===== src/rtl/router_pkg.sv =====
// Shared definitions for the router arbiter/distributor pair: header layout, destination type, FSM states.
package router_pkg;

    localparam int NUM_DEF     = 4;
    localparam int PCKG_SZ_DEF = 40;
    localparam int ID_W_DEF    = $clog2(NUM_DEF);

    typedef logic [ID_W_DEF-1:0] dest_t;

    typedef enum logic {IDLE, SEND} state_t;

    // The destination field occupies the top ID_W bits of the packet.
    function automatic int dest_msb(input int pckg_sz);
        return pckg_sz - 1;
    endfunction

    // The broadcast flag sits directly below the destination field.
    function automatic int bcast_bit(input int pckg_sz, input int id_w);
        return pckg_sz - id_w - 1;
    endfunction

endpackage


===== src/rtl/router_distributor_sva.sv =====
// Protocol checker for router_distributor: back-pressure, pop legality, hold stability, push uniqueness.
module router_distributor_sva
    import router_pkg::*;
#(
    parameter int NUM     = 4,
    parameter int PCKG_SZ = 40
) (
    input logic               clk,
    input logic               reset,
    input logic               pndng,
    input logic               pop,
    input logic [NUM-1:0]     full,
    input logic [NUM-1:0]     push,
    input logic [PCKG_SZ-1:0] data_in,
    input logic               busy,
    input logic               done
);
    localparam int ID_W = $clog2(NUM);
    localparam int BB   = bcast_bit(PCKG_SZ, ID_W);

    // Ports already served for the packet currently held.
    logic [NUM-1:0] pushed_q;

    always_ff @(posedge clk) begin
        if (!reset) begin
            pushed_q <= '0;
        end else if (pop) begin
            pushed_q <= '0;
        end else begin
            pushed_q <= pushed_q | push;
        end
    end

    a_no_push_full: assert property (@(posedge clk) disable iff (!reset)
        (push & full) == '0);

    a_pop_pndng: assert property (@(posedge clk) disable iff (!reset)
        pop |-> pndng);

    a_hold_stable: assert property (@(posedge clk) disable iff (!reset)
        (busy && !done) |=> $stable(data_in));

    a_push_once: assert property (@(posedge clk) disable iff (!reset)
        (push & pushed_q) == '0);

    a_unicast_onehot0: assert property (@(posedge clk) disable iff (!reset)
        (busy && !data_in[BB]) |-> $onehot0(push));

endmodule


===== src/rtl/router_distributor.sv =====
// Egress distributor: pops packets from a fall-through FIFO and delivers each to one or all ports.
module router_distributor
    import router_pkg::*;
#(
    parameter int NUM     = 4,
    parameter int PCKG_SZ = 40
) (
    input  logic               clk,
    input  logic               reset,
    input  logic               pndng_i,
    input  logic [PCKG_SZ-1:0] data_out_i,
    output logic               pop_o,
    input  logic [NUM-1:0]     full_i,
    output logic [NUM-1:0]     push_o,
    output logic [PCKG_SZ-1:0] data_in_o,
    output logic               busy_o,
    output logic [15:0]        bcast_cnt_o
);
    localparam int ID_W = $clog2(NUM);
    localparam int DM   = dest_msb(PCKG_SZ);
    localparam int BB   = bcast_bit(PCKG_SZ, ID_W);

    state_t             state, state_d;
    logic [PCKG_SZ-1:0] hold_q;
    logic [NUM-1:0]     need_q;
    logic [15:0]        bcast_cnt_q;

    logic [ID_W-1:0]    dest;
    logic               bcast;
    logic [NUM-1:0]     dest_onehot;
    logic [NUM-1:0]     push_ok;
    logic               done;

    assign dest        = data_out_i[DM -: ID_W];
    assign bcast       = data_out_i[BB];
    assign dest_onehot = {{(NUM-1){1'b0}}, 1'b1} << dest;

    always_ff @(posedge clk) begin
        if (!reset) begin
            state <= IDLE;
        end else begin
            state <= state_d;
        end
    end

    // push_ok is the unmasked push; reset only gates what leaves the block.
    always_comb begin
        state_d = state;
        push_ok = '0;
        done    = 1'b0;
        if (state == SEND) begin
            push_ok = need_q & ~full_i;
            done    = (need_q & ~push_ok) == '0;
        end
        pop_o  = reset && pndng_i && (state == IDLE || done);
        push_o = reset ? push_ok : '0;
        case (state)
            IDLE:    if (pop_o) state_d = SEND;
            SEND:    if (done && !pndng_i) state_d = IDLE;
            default: state_d = IDLE;
        endcase
    end

    always_ff @(posedge clk) begin
        if (!reset) begin
            hold_q      <= '0;
            need_q      <= '0;
            bcast_cnt_q <= '0;
        end else begin
            if (pop_o) begin
                hold_q <= data_out_i;
                need_q <= bcast ? '1 : dest_onehot;
            end else if (state == SEND) begin
                need_q <= done ? '0 : (need_q & ~push_ok);
            end
            if (done && hold_q[BB]) begin
                bcast_cnt_q <= bcast_cnt_q + 16'd1;
            end
        end
    end

    assign data_in_o   = hold_q;
    assign busy_o      = (state == SEND);
    assign bcast_cnt_o = bcast_cnt_q;

    router_distributor_sva #(
        .NUM     (NUM),
        .PCKG_SZ (PCKG_SZ)
    ) u_sva (
        .clk     (clk),
        .reset   (reset),
        .pndng   (pndng_i),
        .pop     (pop_o),
        .full    (full_i),
        .push    (push_o),
        .data_in (data_in_o),
        .busy    (busy_o),
        .done    (done)
    );

endmodule


===== config.mk =====
export PLATFORM = sky130hd
export DESIGN_NAME = router_distributor
export DESIGN_NICKNAME = d
export VERILOG_FILES = /design/src/rtl/router_pkg.sv /design/src/rtl/router_distributor_sva.sv /design/src/rtl/router_distributor.sv
export SDC_FILE = /design/constraint.sdc
export NUM_CORES = 1
export LEC_CHECK = 0
export ABC_AREA = 1
export CORE_AREA = 2 2 135 71
export CTS_CLUSTER_DIAMETER = 60
export CTS_CLUSTER_SIZE = 40
export DETAILED_ROUTE_END_ITERATION = 10
export DIE_AREA = 0 0 137 73
export HOLD_SLACK_MARGIN = 0.03
export SLEW_MARGIN = 10
export SYNTH_ARGS = -nofsm -noshare
export SYNTH_HDL_FRONTEND = slang
export SYNTH_HIERARCHICAL = 1
export SYNTH_SLANG_ARGS = --single-unit

===== constraint.sdc =====
create_clock -name clk -period 3.4 [get_ports clk]
set_input_delay 0.68 -clock clk [delete_from_list [all_inputs] [get_ports clk]]
set_output_delay 0.68 -clock clk [all_outputs]
set_load 0.05 [all_outputs]

==> flow_metrics.py, run 1 <==
metrics = {
    "critical_path": {
        "critPathMostFrequentCell": "nand2_2",
        "worstSetupEndpointType": "output pin",
        "critPathMaxStageDelay_ps": 460,
        "crit_arrival_ps": 1870,
        "startpoint_type": "input port",
        "slowest_stage": "clkdlybuf4s50_1",
        "cp.required_ps": 2720,
        "crit_fanout": 3,
        "critPathKind": "input port to output pin",
        "crit_path_cell_trace": "clkdlybuf4s50_1 > nand2_1 > nand2_2 > o21ai_2 > nand2_2 > clkinv_2 > buf_4",
    },
    "global_route": {
        "grt-ovfl-total": 0,
        "groute.usage.overall_pct": 15.74,
        "antenna_found_initial": 0,
        "grt_pass1_wl_mm": 11.92,
        "grt_max_degree": 54,
        "grt_pass1_vias": 2401,
    },
    "logic_synthesis": {
        "synthMuxAreaShare_pct": 0,
        "yosys_warnings": 6,
        "ys_ff_latch": 61,
        "synth_fa_ha_area_share_pct": 0.4847,
        "synthSimpleGateAreaFrac_pct": 37.37,
        "syn_inst": 363,
        "synth_xor_area_share_pct": 0.3393,
        "synth_edf_count": 0,
        "netlist_area_um2": 2581,
        "seq_area_frac_synth_pct": 47.31,
        "syn_nets": 411,
        "synth_compound_area_share_pct": 6.786,
        "syn_area_per_cell_um2": 7.111,
        "ys.flop_type": "dfxtp_1",
        "synth_top_family_by_area": "simple AND/OR/NAND/NOR gates",
        "synth_cell_types": 27,
        "synth-async-reset-ratio_pct": 0,
    },
    "flow_run": {
        "drv_cap": 0,
    },
    "clock_tree": {
        "cts_tree": "done",
        "clock_latency_ps": 330,
        "cts_resized": 0,
        "numCtsBuffers": 9,
        "root_buffer": "clkbuf_16",
        "post-cts-setup-buffers": 0,
        "clock-sinks": 61,
        "clkTransAtPathRegs_ps": 50,
        "cts_hold_buffers": 0,
        "htreeDepth": 3,
        "cts.path.max_buffers": 2,
    },
    "sta": {
        "fmax_mhz": 391.6,
        "finalClockSkew_ps": 7.058,
        "setup_violations": 0,
        "worst_pin_slew_ps": 586.3,
        "slew_headroom_pct": 60.91,
        "finalWorstSetupSlack_ps": 846.3,
        "post-route-period-util_pct": 75.11,
        "min_period_ps": 2554,
        "hold_viol_final": 0,
        "finalSetupTns_ps": 0,
        "slew_violations": 0,
        "rsz0062_at_grt": "no",
    },
    "layout": {
        "drive_above_1_share_pct": 7.579,
        "fill_cells": 886,
        "fin_nets": 518,
        "finalInstanceArea_um2": 4061,
        "layout_common_cells": "nand2_1, clkdlybuf4s50_1, dfxtp_1",
        "area_delta_synth_final_pct": 57.34,
        "final_common_cell": "nand2_1",
        "antenna_cells": 0,
    },
    "drt": {
        "first_pass_iters": 4,
        "wirelength_mm": 7.582,
        "drtIter0Drc": 103,
        "vias": 2654,
        "route.antenna.remaining_nets": 0,
        "viasPerCell": 4.453,
        "drc": 0,
        "wl_per_cell_um": 12.72,
    },
    "pwr": {
        "comb_power_share_pct": 18.1,
        "clkPwrFrac_pct": 43.7,
        "intPower_w": 0.001480,
        "powerDensity_nw_per_um2": 505.8,
        "power.share.sequential_pct": 38.1,
        "vdd_ir_drop_max_uv": 259.1,
        "finalPower_w": 0.002054,
        "switching_share_pct": 27.94,
        "p_sw_w": 0.0005741,
        "p_leak_nw": 1.669,
    },
    "place": {
        "portBuffers": 108,
        "gp_congestion": 0.8609,
        "post-dp-hpwl_mm": 5.388,
        "dpl_cell_area_um2": 3767,
        "pre_cts_ws_ps": 848.6,
    },
    "floorplanning": {
        "die_area_um2": 10000,
        "core-area_um2": 9009,
        "num_io_pins": 109,
        "chipHeight_um": 73,
        "rows": 25,
        "start_util_pct": 28.65,
        "dieWidth_um": 137,
    },
    "outcome": {
        "status": "complete, no violations",
    },
    "worst_hold_path": {
        "hp-class": "register to register",
    },
}
registers in the layout, summed over array words and instances, names as in the netlist:
| name | cells |
|---|---|
| busy_o | 1 |
| need_q | 4 |
| bcast_cnt_o | 16 |
| data_in_o | 40 |
final timing paths:
path | start | end | slack (ps) | depth (start not counted)
min reg2reg | data_in_o[13] | data_in_o[13] | 470 | 2
max reg2reg | busy_o | bcast_cnt_o[14] | 1780 | 7
min | data_in_o[13] | data_in_o[13] | 470 | 2
max | full_i[1] | pop_o | 850 | 7
metrics by stage:
| step | hold WS (ps) | utilization [%] | std cells |
|---|---|---|---|
| global placement | 451.6 | 41.82 | 580 |
| detailed placement | 457.4 | 41.82 | 580 |
| floorplan | 456.8 | - | 363 |
| finish | 465.0 | 45.08 | 596 |
| CTS | 468.9 | 45.08 | 596 |
| global route | 474.9 | 45.08 | 596 |
power groups by stage:
| stage | sequential [W] | clock (W) | combinational [W] |
|---|---|---|---|
| final | 0.000783 | 0.000898 | 0.000373 |
| after global routing | 0.000788 | 0.000960 | 0.000395 |
| after CTS | 0.000783 | 0.000929 | 0.000376 |
| after detailed placement | 0.000796 | 0 | 0.000375 |
| after global placement | 0.000795 | 0 | 0.000375 |
| after floorplan | 0.000930 | 0 | 0.0000861 |
critical path: cells and delay by family:
family                 cells  cell delay, ps
AO/OA/AOI/OAI              1             180
buffers and inverters      3             710
AND/OR/NAND/NOR            3             290
cell families after synthesis:
| group | Yosys count |
|---|---|
| compound gates | 33 |
| xor+xnor | 1 |
| fa+ha+maj | 1 |
| buf+inv | 44 |
| flops | 61 |
| simple gates | 223 |
routing by layer:
| layer | vias up | track usage [%] | share of wire, % |
|---|---|---|---|
| met5 | - | 0 | 0 |
| met4 | 0 | 6.186 | 1.3 |
| met3 | 11 | 10.21 | 14 |
| met2 | 92 | 19.29 | 36 |
| met1 | 1174 | 21.25 | 49 |
| li1 | 1377 | - | - |
cell usage after synthesis, types with 3 or more instances:
cell type / n / area [µm²]
nand3_1: 51 / 255.2
inv_1: 27 / 101.4
buf_2: 5 / 25.02
nor2_2: 4 / 25.02
nand2_1: 127 / 476.7
o21ai_1: 4 / 20.02
nor2_1: 27 / 101.4
nand2_2: 4 / 25.02
nor3_1: 3 / 15.01
o21ai_0: 15 / 75.07
buf_4: 3 / 22.52
a21oi_1: 11 / 55.05
dfxtp_1: 61 / 1221
buf_1: 3 / 11.26
layout make-up:
| class | count | area (µm²) | area share, % |
|---|---|---|---|
| repair buffers | 111 | 1124 | 27.66 |
| clock buffers | 12 | 246.5 | 6.069 |
| well taps | 121 | 151.4 | 3.728 |
| multi-input cells | 258 | 1161 | 28.59 |
| flip-flops and latches | 61 | 1221 | 30.07 |
| inverters | 29 | 110.1 | 2.711 |
| clock inverters | 4 | 47.55 | 1.171 |
Power figures use the tool's default switching activity.
==> run 2: changes to the inputs <==
clock period = 2.08 ns   (was 3.4 ns; I/O delays follow)
==> flow_metrics.py, run 2 (synthesis results as in run 1) <==
metrics = {
    "critical_path": {
        "startpoint_type": "input port",
        "endpoint": "pop_o",
        "path_depth": 7,
        "cp.required_ps": 1660,
        "critPathBufInv": 3,
        "critPathMostFrequentCell": "nand2_2",
        "critPathMaxStageDelay_ps": 450,
        "crit_fanout": 3,
        "crit_arrival_ps": 1600,
        "critPathKind": "input port to output pin",
        "r2r_start": "bcast_cnt_o[1]",
        "crit_path_cell_trace": "clkdlybuf4s50_1 > nand2_1 > nand2_2 > o21ai_2 > nand2_2 > clkinv_2 > buf_8",
        "r2r_setup_slack_ps": 520,
        "r2r_cells": 8,
        "cp_top_family": "buffers and inverters",
        "startpoint": "full_i[0]",
        "reg2reg_to": "bcast_cnt_o[14]",
        "worstSetupEndpointType": "output pin",
        "slowest_stage": "clkdlybuf4s50_1",
    },
    "sta": {
        "finalClockSkew_ps": 8.023,
        "worst_pin_slew_ps": 562.6,
        "fmax_mhz": 495.3,
        "slew_headroom_pct": 62.49,
        "holdWs_ps": 408.8,
        "slew_violations": 0,
        "setup_violations": 0,
        "min_period_ps": 2019,
        "post-route-period-util_pct": 97.06,
        "hold_viol_final": 0,
        "finalSetupTns_ps": 0,
    },
    "place": {
        "placed_cells": 589,
        "portBuffers": 108,
        "gp_congestion": 0.8249,
        "post-dp-hpwl_mm": 5.445,
        "dpl_cell_area_um2": 3862,
    },
    "layout": {
        "area_delta_synth_final_pct": 60.83,
        "drive_above_1_share_pct": 9.917,
        "largest_register_ffs": 40,
        "finalInstanceArea_um2": 4151,
        "final_common_cell": "nand2_1",
        "layout_common_cells": "nand2_1, clkdlybuf4s50_1, dfxtp_1",
        "fin_nets": 529,
        "fill_cells": 883,
        "antenna_cells": 0,
        "layout.cells.non_filler": 605,
    },
    "floorplanning": {
        "rows": 25,
        "dieWidth_um": 137,
        "num_io_pins": 109,
        "chipHeight_um": 73,
        "die_area_um2": 10000,
        "start_util_pct": 28.65,
        "core-area_um2": 9009,
    },
    "pwr": {
        "powerDensity_nw_per_um2": 782.6,
        "finalPower_w": 0.003249,
        "vdd_ir_drop_max_uv": 432.7,
        "p_leak_nw": 1.726,
    },
    "clock_tree": {
        "cts.path.max_buffers": 2,
        "clkTransAtPathRegs_ps": 50,
        "htreeDepth": 3,
        "root_buffer": "clkbuf_16",
        "numCtsBuffers": 9,
        "clock_latency_ps": 330,
        "cts_tree": "done",
        "clock-sinks": 61,
    },
    "global_route": {
        "grt_pass1_wl_mm": 12.10,
        "grt_max_degree": 54,
        "grt_pass1_vias": 2485,
        "groute.usage.overall_pct": 15.92,
        "antenna_found_initial": 0,
        "grt-ovfl-total": 0,
    },
    "drt": {
        "first_pass_iters": 4,
        "drtIter0Drc": 125,
        "wl_per_cell_um": 12.40,
        "drc": 0,
        "vias": 2660,
        "route.antenna.remaining_nets": 0,
        "viasPerCell": 4.397,
        "wirelength_mm": 7.505,
    },
    "outcome": {
        "status": "complete, no violations",
    },
    "worst_hold_path": {
        "hp-class": "input port to register",
        "hold_path_depth": 3,
    },
    "flow_run": {
        "drv_cap": 0,
    },
}
## run 2: cell types whose count changed in the layout (fill, tap and decap cells not counted)
cell / change
buf_12: +2
buf_4: +9
buf_8: +1
bufinv_16: -1
clkbuf_1: -1
clkbuf_8: +1
clkdlybuf4s50_1: -1
clkinvlp_4: -1
nor3b_1: -1
nor3b_2: +1
## run 2: layout make-up
type                       instances  area [µm²]  area share (%)
timing repair buffer             122        1236           29.78
tap                              121       151.4           3.647
clock inverter                     2       10.01          0.2411
multi-input combinational        258        1166           28.09
sequential                        61        1221           29.42
inverter                          29       110.1           2.652
clock buffer                      12       256.5           6.178
## run 2: per-layer routing
metal | vias up | GRT usage [%] | share of wire (%)
li1 | 1396 | - | -
met3 | 4 | 8.750 | 10
met4 | 0 | 4.926 | 0.48
met2 | 92 | 20.56 | 36
met5 | - | 0 | 0
met1 | 1168 | 22.13 | 53
## run 2: tightest hold or removal path: stages
cell     delay [ps]
buf_2           120
nand2_1          90
o21ai_0          80
## run 2: power breakdown
group	leakage (nW)	switching (W)	internal, W
Sequential	0.501	0.0000419	0.00124
Clock	0.134	0.000488	0.000851
Combinational	1.09	0.000386	0.000242
Total	1.73	0.000915	0.00233
## run 2: timing repair
item,4_1_cts,5_1_grt
hold buffers,0,0
endpoints found under the hold margin,0,0
endpoints found under the setup margin,0,1
buffers inserted,0,2
resized for setup,0,2
## run 2: worst min path at each step
stage | startpoint | end | slack, ps
floorplan | need_q[3] | need_q[3] | 460
global placement | data_in_o[31] | data_in_o[31] | 450
detailed placement | data_in_o[34] | data_in_o[34] | 460
CTS | reset | busy_o | 400
global route | reset | busy_o | 420
finish | reset | busy_o | 410
## run 2: stage by stage
step | setup slack [ps] | utilization [%]
after floorplan | -353.1 | -
after global placement | 17.77 | 42.88
after detailed placement | -9.211 | 42.88
after CTS | 0.2417 | 45.83
after global routing | -3.799 | 46.08
final | 61.18 | 46.08
==> run 3: changes to the inputs <==
HOLD_SLACK_MARGIN = 0.12   (was 0.03)
REMOVE_ABC_BUFFERS = 1   (was not set)
==> flow_metrics.py, run 3 (synthesis results as in run 1) <==
metrics = {
    "clock_tree": {
        "clkTransAtPathRegs_ps": 50,
        "post-cts-setup-buffers": 0,
        "root_buffer": "clkbuf_16",
        "clock-sinks": 61,
        "htreeDepth": 3,
        "cts_hold_buffers": 0,
        "cts_tree": "done",
        "cts_resized": 0,
        "cts.path.max_buffers": 2,
        "numCtsBuffers": 9,
        "clock_latency_ps": 320,
    },
    "critical_path": {
        "critPathBufInv": 1,
        "worstSetupEndpointType": "output pin",
        "critPathKind": "register to output pin",
        "startpoint_type": "register",
        "cp.required_ps": 1660,
        "crit_path_cell_trace": "clkdlybuf4s50_1",
        "cp_top_family": "buffers and inverters",
        "slowest_stage": "clkdlybuf4s50_1",
        "critPathMaxStageDelay_ps": 830,
        "crit_arrival_ps": 1560,
        "crit_fanout": 6,
    },
    "floorplanning": {
        "num_io_pins": 109,
        "start_util_pct": 28.65,
        "die_area_um2": 10000,
        "chipHeight_um": 73,
        "core-area_um2": 9009,
        "rows": 25,
        "dieWidth_um": 137,
    },
    "place": {
        "gp_congestion": 0.8255,
        "post-dp-hpwl_mm": 5.679,
        "dpl_cell_area_um2": 3847,
        "placed_cells": 589,
        "portBuffers": 108,
    },
    "drt": {
        "wirelength_mm": 7.760,
        "vias": 2681,
        "drc": 0,
        "drtIter0Drc": 149,
        "viasPerCell": 4.439,
        "first_pass_iters": 4,
        "wl_per_cell_um": 12.85,
        "route.antenna.remaining_nets": 0,
    },
    "outcome": {
        "status": "complete, no violations",
    },
    "worst_hold_path": {
        "hp-class": "register to register",
    },
    "layout": {
        "largest_register_ffs": 40,
        "layout_common_cells": "nand2_1, clkdlybuf4s50_1, dfxtp_1",
        "layout.cells.non_filler": 604,
        "fill_cells": 907,
        "antenna_cells": 0,
        "final_common_cell": "nand2_1",
        "area_delta_synth_final_pct": 59.28,
        "fin_nets": 527,
        "post-route-util_pct": 45.64,
        "finalInstanceArea_um2": 4111,
        "drive_above_1_share_pct": 9.938,
    },
    "sta": {
        "fmax_mhz": 505.7,
        "hold_viol_final": 0,
        "holdWs_ps": 458.8,
        "setup_violations": 0,
        "worst_pin_slew_ps": 559.1,
        "post-route-period-util_pct": 95.06,
        "rsz0062_at_grt": "no",
        "min_period_ps": 1977,
        "finalClockSkew_ps": 7.422,
        "slew_violations": 0,
        "slew_headroom_pct": 62.61,
    },
    "pwr": {
        "vdd_ir_drop_max_uv": 339.3,
        "p_leak_nw": 1.719,
        "powerDensity_nw_per_um2": 785.6,
    },
    "global_route": {
        "grt_pass1_wl_mm": 12.68,
        "groute.usage.overall_pct": 16.56,
        "grt-ovfl-total": 0,
        "antenna_found_initial": 0,
        "grt_max_degree": 40,
        "grt_pass1_vias": 2627,
    },
    "flow_run": {
        "drv_cap": 0,
    },
}
==> run 3: power breakdown <==
group | internal [W] | switching [W] | leakage, nW | total [W]
Combinational | 0.000239 | 0.000390 | 1.09 | 0.000629
Sequential | 0.00124 | 0.0000372 | 0.501 | 0.00128
Clock | 0.000828 | 0.000496 | 0.129 | 0.00132
==> run 3: stage by stage <==
step	total power (W)	TNS, ps	setup slack [ps]
5_1_grt	0.003379	0	27.00
3_5_place_dp	0.001930	0	11.89
3_3_place_gp	0.001925	0	67.05
2_1_floorplan	0.001635	-8534	-443.0
4_1_cts	0.003270	0	74.45
6_report	0.003230	0	102.7
==> run 3: final cells by class <==
| cell class | instances | area, µm² | area share (%) |
|---|---|---|---|
| Inverter | 29 | 110.1 | 2.678 |
| Sequential cell | 61 | 1221 | 29.70 |
| Clock buffer | 13 | 250.2 | 6.086 |
| Clock inverter | 2 | 10.01 | 0.2435 |
| Tap cell | 121 | 151.4 | 3.682 |
| Multi-Input combinational cell | 258 | 1161 | 28.24 |
| Timing Repair Buffer | 120 | 1207 | 29.37 |
==> run 3: per-layer routing <==
layer	share of wire (%)	wire length (µm)	track usage, %	vias up
met5	0	0	0	-
met4	0.27	21	4.811	0
met3	9.8	759	8.750	2
met2	39	3013	22.83	78
met1	51	3966	22.26	1214
li1	-	-	-	1387
==> run 3: path summary, 6_finish.rpt <==
kind	from	to	slack [ps]	cells past startpoint
worst min register to register	data_in_o[4]	data_in_o[4]	460	2
worst max register to register	bcast_cnt_o[1]	bcast_cnt_o[14]	460	8
worst min-delay path	data_in_o[4]	data_in_o[4]	460	2
worst max-delay path	bcast_cnt_o[9]	bcast_cnt_o[9]	100	1
